==> src/rtl/ahbl2apb_bridge.sv <==
// ---------------------------------------------------------------------------
// ahbl2apb_bridge
//
// AHB-Lite slave to APB3 master bridge. Each accepted NONSEQ/SEQ beat becomes
// exactly one APB transfer. The AHB data phase is stalled with hready until
// the APB side completes. One clock (hclk) serves both sides.
//
// Optional build macro: AHBL2APB_APB4_EN
//   When defined, the APB4 outputs pprot and pstrb are added.
//
// Ports
//   hclk, hreset     : clock, asynchronous active-high reset
//   hsel..hreadyin   : AHB-Lite slave address/data-phase inputs
//   hrdata, hready,
//   hresp            : registered AHB-Lite slave responses
//   paddr..pwdata    : registered APB master request outputs
//   prdata, pready,
//   pslverr          : APB completer responses
//   pprot, pstrb     : APB4 protection and write strobes (macro only)
// ---------------------------------------------------------------------------
module ahbl2apb_bridge #(
  parameter int PADDR_W = 16
) (
  input  logic               hclk,
  input  logic               hreset,
  input  logic               hsel,
  input  logic [31:0]        haddr,
  input  logic [1:0]         htrans,
  input  logic [2:0]         hsize,
  input  logic [2:0]         hburst,
  input  logic [3:0]         hprot,
  input  logic               hwrite,
  input  logic [31:0]        hwdata,
  input  logic               hreadyin,
  output logic [31:0]        hrdata,
  output logic               hready,
  output logic               hresp,
  output logic [PADDR_W-1:0] paddr,
  output logic               psel,
  output logic               penable,
  output logic               pwrite,
  output logic [31:0]        pwdata,
  input  logic [31:0]        prdata,
  input  logic               pready,
  input  logic               pslverr
`ifdef AHBL2APB_APB4_EN
  ,
  output logic [2:0]         pprot,
  output logic [3:0]         pstrb
`endif
);

  typedef enum logic [2:0] {
    S_IDLE   = 3'd0,
    S_WDATA  = 3'd1,
    S_SETUP  = 3'd2,
    S_ACCESS = 3'd3,
    S_ERR1   = 3'd4,
    S_ERR2   = 3'd5
  } state_t;

  state_t state_q, state_d;

  logic [31:0]        hrdata_q, hrdata_d;
  logic               hready_q, hready_d;
  logic               hresp_q, hresp_d;
  logic [PADDR_W-1:0] paddr_q, paddr_d;
  logic               psel_q, psel_d;
  logic               penable_q, penable_d;
  logic               pwrite_q, pwrite_d;
  logic [31:0]        pwdata_q, pwdata_d;
  logic               accept;

  // hburst carries no meaning here (every beat stands alone) and only the low
  // address bits reach paddr; folding them together keeps them visibly consumed.
  logic unused_inputs;
  assign unused_inputs = ^{hburst, hprot, haddr};

  // A new beat is taken only when the whole AHB system is ready and the
  // transfer type is NONSEQ or SEQ (htrans[1] set).
  assign accept = hsel & htrans[1] & hreadyin;

  // Next-state logic. IDLE and ERR2 both present hready=1, so either may take
  // a new address phase with identical rules. The bus outputs are derived
  // from the next state so that they are registered yet line up with the
  // state they describe.
  always_comb begin
    state_d  = state_q;
    hrdata_d = hrdata_q;
    paddr_d  = paddr_q;
    pwrite_d = pwrite_q;
    pwdata_d = pwdata_q;

    case (state_q)
      S_IDLE, S_ERR2: begin
        state_d = S_IDLE;
        if (accept) begin
          paddr_d  = haddr[PADDR_W-1:0];
          pwrite_d = hwrite;
          if (hsize > 3'd2) begin
            state_d = S_ERR1;
          end else if (hwrite) begin
            state_d = S_WDATA;
          end else begin
            state_d = S_SETUP;
          end
        end
      end
      S_WDATA: begin
        pwdata_d = hwdata;
        state_d  = S_SETUP;
      end
      S_SETUP: begin
        state_d = S_ACCESS;
      end
      S_ACCESS: begin
        if (pready) begin
          if (pslverr) begin
            state_d = S_ERR1;
          end else begin
            state_d = S_IDLE;
            if (!pwrite_q) begin
              hrdata_d = prdata;
            end
          end
        end
      end
      S_ERR1: begin
        state_d = S_ERR2;
      end
      default: begin
        state_d = S_IDLE;
      end
    endcase

    hready_d  = (state_d == S_IDLE) || (state_d == S_ERR2);
    hresp_d   = (state_d == S_ERR1) || (state_d == S_ERR2);
    psel_d    = (state_d == S_SETUP) || (state_d == S_ACCESS);
    penable_d = (state_d == S_ACCESS);
  end

  // State and output registers; reset abandons any APB transfer in flight.
  always_ff @(posedge hclk or posedge hreset) begin
    if (hreset) begin
      state_q   <= S_IDLE;
      hrdata_q  <= '0;
      hready_q  <= 1'b1;
      hresp_q   <= 1'b0;
      paddr_q   <= '0;
      psel_q    <= 1'b0;
      penable_q <= 1'b0;
      pwrite_q  <= 1'b0;
      pwdata_q  <= '0;
    end else begin
      state_q   <= state_d;
      hrdata_q  <= hrdata_d;
      hready_q  <= hready_d;
      hresp_q   <= hresp_d;
      paddr_q   <= paddr_d;
      psel_q    <= psel_d;
      penable_q <= penable_d;
      pwrite_q  <= pwrite_d;
      pwdata_q  <= pwdata_d;
    end
  end

  assign hrdata  = hrdata_q;
  assign hready  = hready_q;
  assign hresp   = hresp_q;
  assign paddr   = paddr_q;
  assign psel    = psel_q;
  assign penable = penable_q;
  assign pwrite  = pwrite_q;
  assign pwdata  = pwdata_q;

`ifdef AHBL2APB_APB4_EN
  logic [2:0] pprot_q, pprot_d;
  logic [3:0] pstrb_q, pstrb_d;
  logic [3:0] lanes;

  // Byte lanes touched by a legal access of the given size at haddr[1:0].
  always_comb begin
    lanes = 4'b0000;
    case (hsize)
      3'd0:    lanes = 4'b0001 << haddr[1:0];
      3'd1:    lanes = haddr[1] ? 4'b1100 : 4'b0011;
      3'd2:    lanes = 4'b1111;
      default: lanes = 4'b0000;
    endcase
  end

  // Protection and strobes are captured with the address and then held, so
  // they stay stable through SETUP and ACCESS. Reads never strobe.
  always_comb begin
    pprot_d = pprot_q;
    pstrb_d = pstrb_q;
    if ((state_q == S_IDLE || state_q == S_ERR2) && accept) begin
      pprot_d = {~hprot[0], 1'b1, hprot[1]};
      pstrb_d = hwrite ? lanes : 4'b0000;
    end
  end

  always_ff @(posedge hclk or posedge hreset) begin
    if (hreset) begin
      pprot_q <= '0;
      pstrb_q <= '0;
    end else begin
      pprot_q <= pprot_d;
      pstrb_q <= pstrb_d;
    end
  end

  assign pprot = pprot_q;
  assign pstrb = pstrb_q;
`endif

endmodule

==> config.mk <==
export PLATFORM = sky130hd
export DESIGN_NAME = ahbl2apb_bridge
export DESIGN_NICKNAME = d
export VERILOG_FILES = /design/src/rtl/ahbl2apb_bridge.sv
export SDC_FILE = /design/constraint.sdc
export NUM_CORES = 1
export LEC_CHECK = 0
export BUFFER_PORTS_ARGS = -buffer_cell sky130_fd_sc_hd__buf_2
export CORE_MARGIN = 3
export CORE_UTILIZATION = 30
export DETAILED_ROUTE_END_ITERATION = 7
export SETUP_SLACK_MARGIN = 0.05
export SYNTH_ARGS = -nofsm -noshare
export SYNTH_HDL_FRONTEND = slang
export SYNTH_SLANG_ARGS = --single-unit
==> constraint.sdc <==
create_clock -name hclk -period 5.5 [get_ports hclk]
set_input_delay 0.275 -clock hclk [delete_from_list [all_inputs] [get_ports hclk]]
set_output_delay 0.275 -clock hclk [all_outputs]
set_load 0.05 [all_outputs]
==> impl_metrics.ini <==
[die]
die_w_um = 115
io_pins = 200
initial_core_util_pct = 30.8
core-area_um2 = 11500
die_h_um = 115
dieArea_um2 = 13100
fp-row-count = 39

[synth]
yosysWarnings = 0
synth_top_family_by_area = multiplexers
ys_top_cells_by_count = dfrtp_1, mux2_2, mux2_4
syn-num-nets = 324
synthAdderAreaFrac_pct = 0
synth_xor_area_share_pct = 0.495
yosys_most_used_dff = dfrtp_1
yosysTopAreaCell = dfrtp_1
yosysMostFrequentCell = dfrtp_1
ys_seq_area_share_pct = 62.3
yosys.area.top_type_share_pct = 61.5
synth_compound_area_share_pct = 2.33
synth_area_leaders = dfrtp_1, mux2_2, mux2_4
synth-edff-count = 0
syn_inst = 209
synthSimpleGateAreaFrac_pct = 2.30
avgSynthCellArea_um2 = 16.9
muxShareOfSynthArea_pct = 29.0
syn_area_um2 = 3540
synth-seq-cells = 88
synth_async_sr_flop_share_pct = 100
yosysUniqueCellTypes = 27

[worst_setup_path]
r2r_start = state_q[2]
crit_slowest_cell = nor3_2
crit_type = reg2reg
worst_ep_arrival_time_ps = 2360
cp_slowest_stage_delay_ps = 630
cp_cell_sequence = xor2_1, nor3_2, buf_4, mux2_2
critPathMaxFanout = 12
critPathLaunchType = register
worst-r2r-cell-count = 4
rrSetupSlack_ps = 3360
cp-end-kind = register
reg2reg_to = paddr[14]
crit_required_ps = 5720

[timing]
worst_slew_pin_slew_ps = 1110
rsz0062_at_grt = false
slew_viol_final = 0
slew_headroom_pct = 26.1
fin_worst_skew_ps = 9.45
setup_viol = 0
max_freq_mhz = 467
fin_setup_tns_ps = 0
hold_slack_ps = 160
period_needed_ps = 2140
fin_crit_sh_pct = 38.9
hold_violations = 0

[cts]
numClockSinks = 88
cts_resized = 0
htreeDepth = 3
cts_setup_buffers = 0
cts.path.max_buffers = 2
insertion_delay_ps = 340
clk_pin_slew_ps = 60
cts_tree = yes
cts_inserted_buffers = 9
cts-root-buf = clkbuf_16
cts_hold_buf = 0

[final_layout]
synthToLayoutAreaGrowth_pct = 35.7
seq_area_um2 = 2200
antenna_cells = 0
stdcell_area_um2 = 4800
fillCellCount = 1086
final_nets = 500
drive_gt1_share_pct = 71.8
multi_input_area_um2 = 1220

[drt]
drt_drc_violations_left = 0
drt_pass1_iterations = 2
viasPerCell = 4.44
wl_um = 7690
antenna_left = 0
vias = 2364
drt-initial-drc-count = 61
wl_per_cell_um = 14.4

[placement]
hpwl_um = 5540
portBuffers = 175
place_area_um2 = 4500
gp_congestion = 0.670

[hold_path]
hold_path_startpoint = pready
min_delay_worst_endpoint = penable
min_path_cells = 2
min_path_type = in2reg

[grt]
grt_first_pass_wirelength_um = 12000
antenna_found_initial = 0
grt_max_degree = 89
grt_overflow_total = 0
gr-usage-all-layers_pct = 12.0
grt_pass1_vias = 2426

[run]
maxCapViolCount = 0

[status]
status = finished, final reports clean
==> area by class of cell <==
cell class	instances	area share [%]
flip-flops and latches	88	45.9
multi-input cells	107	25.4
repair buffers	177	18.6
clock buffers	13	5.42
well taps	143	3.73
clock inverters	3	0.834
inverters	2	0.182
==> worst max-delay path: cells and delay by family, from the launching register on <==
kind,cells,cell delay (ps)
multiplexers,1,350
XOR/XNOR,1,200
buffers and inverters,1,330
flip-flops,1,500
AND/OR/NAND/NOR,1,630
==> state kept, by name, summed over array words and instances (netlist names) <==
register and flops:
hrdata 32, hready 1, hresp 1, paddr 16
penable 1, psel 1, pwdata 32, pwrite 1
state_q 3
==> layout by cell type, fill, tap and decap left out, types with 2 or more instances in the layout <==
master | Yosys | routed
clkinv_2 | 0 | 3
o2bb2ai_1 | 2 | 2
clkbuf_16 | 0 | 9
clkbuf_8 | 0 | 2
buf_4 | 1 | 2
nand3_1 | 2 | 2
a221o_1 | 2 | 2
dfrtp_1 | 87 | 87
mux2_4 | 30 | 30
buf_2 | 6 | 175
a21oi_1 | 3 | 3
mux2_2 | 51 | 51
nor3_1 | 3 | 2
clkbuf_1 | 0 | 2
==> logic make-up (layout without fill, tap and decap cells) <==
group / count (synthesis) / after routing
DFF: 88 / 88
muxes: 81 / 81
xor gates and xnor gates: 2 / 2
AOI/OAI and AO/OA: 11 / 11
buffers and inverters: 14 / 195
and+or+nand+nor: 13 / 13
==> stage by stage <==
stage	utilization, %	instances	worst slack (ps)
final	41.9	533	3360
after global routing	41.9	533	3180
after CTS	41.9	533	3290
after detailed placement	39.2	517	3310
after global placement	39.2	517	3350
after floorplan	-	209	2950
==> how the worst max path moves through the flow <==
stage | depth (start not counted) | to | slack, ps | startpoint
after floorplan | 1 | hrdata[0] | 2950 | hreset
after global placement | 4 | paddr[14] | 3350 | state_q[2]
after detailed placement | 4 | paddr[10] | 3310 | state_q[2]
after CTS | 4 | paddr[10] | 3290 | state_q[2]
after global routing | 4 | paddr[10] | 3180 | state_q[2]
final | 4 | paddr[14] | 3360 | state_q[2]
==> per-layer routing <==
metal / vias up / global-route usage [%] / share of wire (%)
li1: 1097 / - / -
met3: 12 / 4.76 / 10
met1: 1145 / 14.1 / 40
met5: - / 0 / 0
met2: 110 / 18.5 / 47
met4: 0 / 6.73 / 2.6
Power is left out: the tool's default activity adds up to more than one toggle a clock period on the data nets, which glitch-free logic cannot reach.
